File: src/rtl/stream_fifo_ctrl.sv
// Valid/ready stream FIFO controller around an external sync-write, registered-read memory array.
// Define FIFO_LEVEL_EN to add the level and almost_full status outputs.
module stream_fifo_ctrl #(
    parameter int WIDTH = 8,
    parameter int DEPTH = 16
) (
    input  logic                       clk,
    input  logic                       rst,
    input  logic                       in_valid,
    output logic                       in_ready,
    input  logic [WIDTH-1:0]           in_data,
    output logic                       out_valid,
    input  logic                       out_ready,
    output logic [WIDTH-1:0]           out_data,
    output logic [WIDTH-1:0]           mem_write_data,
    output logic [$clog2(DEPTH)-1:0]   mem_write_addr,
    output logic                       mem_write_en,
    output logic [$clog2(DEPTH)-1:0]   mem_read_addr,
    input  logic [WIDTH-1:0]           mem_read_data
`ifdef FIFO_LEVEL_EN
    ,
    output logic [$clog2(DEPTH):0]     level,
    output logic                       almost_full
`endif
);

    localparam int ADDR = $clog2(DEPTH);
    localparam logic [ADDR:0] Full = (ADDR+1)'(DEPTH);

    logic [ADDR-1:0] wr_ptr_q, wr_ptr_d;
    logic [ADDR-1:0] rd_ptr_q, rd_ptr_d;
    logic [ADDR:0]   count_q, count_d;
    logic            out_valid_q, out_valid_d;
    logic [ADDR:0]   remain;
    logic            push, pop;

    assign in_ready = !rst && (count_q != Full);
    assign push     = in_valid && in_ready;
    assign pop      = out_valid_q && out_ready;

    assign out_valid      = out_valid_q;
    assign out_data       = mem_read_data;
    assign mem_write_data = in_data;
    assign mem_write_addr = wr_ptr_q;
    assign mem_write_en   = push;

    always_comb begin
        wr_ptr_d      = push ? wr_ptr_q + ADDR'(1) : wr_ptr_q;
        rd_ptr_d      = pop ? rd_ptr_q + ADDR'(1) : rd_ptr_q;
        count_d       = count_q + {{ADDR{1'b0}}, push} - {{ADDR{1'b0}}, pop};
        // Only words already in the array count, so a same-cycle push is not yet visible.
        remain        = count_q - {{ADDR{1'b0}}, pop};
        out_valid_d   = (remain != '0);
        // Next head address, so the registered read presents it one edge later.
        mem_read_addr = rd_ptr_d;
    end

    always_ff @(posedge clk) begin
        if (rst) begin
            wr_ptr_q    <= '0;
            rd_ptr_q    <= '0;
            count_q     <= '0;
            out_valid_q <= 1'b0;
        end else begin
            wr_ptr_q    <= wr_ptr_d;
            rd_ptr_q    <= rd_ptr_d;
            count_q     <= count_d;
            out_valid_q <= out_valid_d;
        end
    end

`ifdef FIFO_LEVEL_EN
    logic almost_full_q;

    assign level       = count_q;
    assign almost_full = almost_full_q;

    always_ff @(posedge clk) begin
        if (rst) begin
            almost_full_q <= 1'b0;
        end else begin
            almost_full_q <= (count_d >= Full - (ADDR+1)'(2));
        end
    end
`endif

endmodule

File: config.mk
export PLATFORM = sky130hd
export DESIGN_NAME = stream_fifo_ctrl
export DESIGN_NICKNAME = d
export VERILOG_FILES = /design/src/rtl/stream_fifo_ctrl.sv
export SDC_FILE = /design/constraint.sdc
export NUM_CORES = 1
export LEC_CHECK = 0
export ABC_AREA = 1
export CAP_MARGIN = 40
export CORE_MARGIN = 8
export CORE_UTILIZATION = 40
export DETAILED_ROUTE_END_ITERATION = 8
export GPL_ROUTABILITY_DRIVEN = 0
export GPL_TIMING_DRIVEN = 0
export MAX_ROUTING_LAYER = met4
export PLACE_DENSITY_LB_ADDON = 0.3
export SYNTH_ARGS = -nofsm -noshare
export SYNTH_HDL_FRONTEND = slang
export SYNTH_SLANG_ARGS = --single-unit
File: constraint.sdc
create_clock -name clk -period 2.02 [get_ports clk]
set_input_delay 0.202 -clock clk [delete_from_list [all_inputs] [get_ports clk]]
set_output_delay 0.202 -clock clk [all_outputs]
set_load 0.005 [all_outputs]
==> impl_metrics.tcl <==
set metrics [dict create \
    run_status "completed" \
    yosys_warnings 0 \
    growth_of_design_area_from_synthesis_to_finish_pct 43.6 \
    fillerInstances 237 \
    path_class "reg -> reg" \
    crit_path_launch "count_q[2]" \
    drt_first_iter_violations 17 \
    route.detailed.vias_per_inst 4.68 \
    routedWlPerCell_um 12.1 \
    routed-via-count 946 \
    postLayoutSetupSlackWorst_ns 0.0741 \
    tritoncts.num_buffers 3 \
    grt_pass1_vias 855 \
    placement_rows 18 \
    timing.critical_path.fanout_max 6 \
    num_io_pins 47 \
    post-route-min-period_ns 1.95 \
    hp-class "in -> reg" \
    seq_area_um2 285 \
    placement.setup.worst_slack_ns -0.174 \
    critical-path-slowest-cell "fa_2" \
    max_cap_violations 0 \
    netlist_area_mm2 0.00100 \
    reg2reg_setup_slack_ns 0.07 \
    sinks_on_clock_net 14 \
    cts_root_buf "clkbuf_4" \
    drt_first_pass_iters 4 \
    remaining_antenna_violation_count_after_routing 0 \
    max_freq_ghz 0.514 \
    post_dp_cell_area_mm2 0.00133 \
    timing.final.setup_violations 0 \
    cts_tree "yes" \
    die_w_um 66.1 \
    fin_worst_skew_ns 0.000592 \
    ys_ff_latch 14 \
    seq_area_frac_synth 0.279 \
    cp-start-kind "flip-flop" \
    die_outline_height_um 66.1 \
    grt.overflow.total 0 \
    antenna_cells_inserted 0 \
    leakage_power_nw 0.717 \
    power_per_cell_area_mw_per_mm2 1030 \
    pin_count_of_the_biggest_net_entering_global_routing 10 \
    reg2reg_depth 13 \
    buffer_ports.inserted 29 \
    worst-endpoint-arrival_ns 2.13 \
    critPathCaptureType "flip-flop" \
    worst_slew_slack_as_a_fraction_of_its_limit 0.827 \
    timing.rr.end "count_q[4]" \
    placeableCoreArea_mm2 0.00243 \
    detail_route.drc_violations 0 \
    timing.critical_path.slowest_cell_delay_ns 0.39 \
    gr-usage-all-layers 0.106 \
    final_core_util 0.593 \
    worstHoldPathCells 2 \
    post_route_cells_drive_above_1_share 0.256 \
    max_slew.worst_pin.slew_ns 0.256 \
    grt_antenna_before_repair 0 \
    timing.critical_path.cells "inv_4, ha_2, nand2_1, inv_1, nand2_2, nand3_4, inv_2, ha_4, fa_2, nand3_2, nand3_1, nand2_1, nor2_1" \
    synthDistinctLibCells 23 \
    finalWirelength_mm 2.45 \
    layout_worst_path_cycle_share 0.963 \
    floorplan.initialDensity 0.413 \
    critical-path-top-cell-by-count "nand2_1" \
    post_synth.cell_area_avg_um2 7.54 \
    hold_viol 0 \
    hpwlAfterDp_mm 1.92 \
    postSynthCellCount 133 \
    grt_pass1_wl_mm 3.66 \
    vdd_ir_drop_max_uv 591 \
    cts.path.max_buffers 2 \
    final_std_cell_area_no_fill_mm2 0.00144 \
    power_mw 1.49 \
    nets 205 \
    maxSlewViolCount 0 \
    htree_levels 1 \
    fp.dieArea_mm2 0.00437 \
    multiInputGateArea_um2 529 \
    worst_setup_hold_path_clk_slew_ns 0.09 \
    regToRegStartpoint "count_q[2]" \
    worstSkewPairLatency_ns 0.28 \
    cp_endpoint "count_q[4]" \
    mappedNetlistNets 165 \
    critical_path_required_ns 2.20 \
]
[state kept, by name, indices dropped and copies added (netlist names)]
signal / flops
out_valid: 1
rd_ptr_q: 4
count_q: 5
mem_write_addr: 4
[cell usage in the layout (no fill, tap or decap), drive strengths merged, types with 4 or more instances in the layout]
master and n:
buf 23, clkdlybuf4s50 28, clkbuf 4, nand2 24
inv 22, dfxtp 14, ha 11, a21oi 5
nor2 15, nand3 12
[synthesized netlist by cell type]
master | number | area, µm²
a21oi_1 | 5 | 25.0
inv_1 | 19 | 71.3
nand2_1 | 21 | 78.8
and2_1 | 1 | 6.26
nand3_1 | 11 | 55.1
nand3_4 | 1 | 17.5
nand4_1 | 2 | 12.5
buf_4 | 16 | 120
xnor2_2 | 1 | 16.3
xor2_1 | 3 | 26.3
or2_1 | 1 | 6.26
ha_1 | 11 | 138
xnor2_1 | 2 | 17.5
nor2_2 | 1 | 6.26
dfxtp_1 | 14 | 280
o21ai_0 | 1 | 5.00
buf_6 | 1 | 11.3
nor2_1 | 14 | 52.6
inv_4 | 1 | 6.26
o21ai_1 | 1 | 5.00
nand2_2 | 3 | 18.8
fa_1 | 1 | 20.0
inv_2 | 2 | 7.51
[worst min-delay path by stage]
stage | from | end | slack (ns)
after floorplan | rst | out_valid | 0.40
after global placement | rst | mem_write_addr[0] | 0.43
after detailed placement | rst | mem_write_addr[0] | 0.43
after CTS | rst | count_q[0] | 0.12
after global routing | rst | rd_ptr_q[1] | 0.12
final | rst | count_q[2] | 0.13
[layer usage]
layer  vias to the layer above  track usage  share of wire
met5                         -            -              0
met1                       434        0.105           0.38
met2                        39        0.189           0.50
met3                         2       0.0373           0.12
met4                         0       0.0293         0.0033
li1                        471            -              -
[worst max-delay path, delay by kind of cell (launching register included)]
| family | cells | cell delay (ns) |
|---|---|---|
| fa+ha+maj | 3 | 0.74 |
| simple gates | 7 | 0.52 |
| flops | 1 | 0.37 |
| buf+inv | 3 | 0.22 |
[stage by stage]
stage	setup TNS, ns	std cells	hold WS, ns
after floorplan	0	133	0.399
after global placement	-0.141	192	0.426
after detailed placement	-0.254	192	0.426
after CTS	0	196	0.123
after global routing	-0.0137	202	0.120
final	0	202	0.126
[power breakdown]
group / internal, mW / switching [mW]
combinational: 0.418 / 0.444
clock: 0.110 / 0.0994
sequential: 0.353 / 0.0671
total: 0.881 / 0.611
[layout make-up]
type / count / area share
Timing Repair Buffer: 35 / 0.232
Clock buffer: 4 / 0.0252
Buffer: 17 / 0.0911
Multi-Input combinational cell: 80 / 0.367
Inverter: 22 / 0.0608
Sequential cell: 14 / 0.198
Tap cell: 30 / 0.0260
[cells by family (layout without fill, tap and decap cells)]
logic type      Yosys count  after routing  synth area share
flops                    14             14             0.279
xor+xnor                  6              6            0.0599
compound gates            7              7            0.0349
simple gates             55             55             0.253
fa+ha+maj                12             12             0.157
buf+inv                  39             78             0.216
[what timing repair did]
item | in CTS | in global routing
setup endpoints to repair | 3 | 4
buffers inserted | 0 | 6
resized for setup | 6 | 6
hold buffers | 0 | 0
pin swaps | 0 | 1
Note: power is estimated with default switching activity, not from simulation.
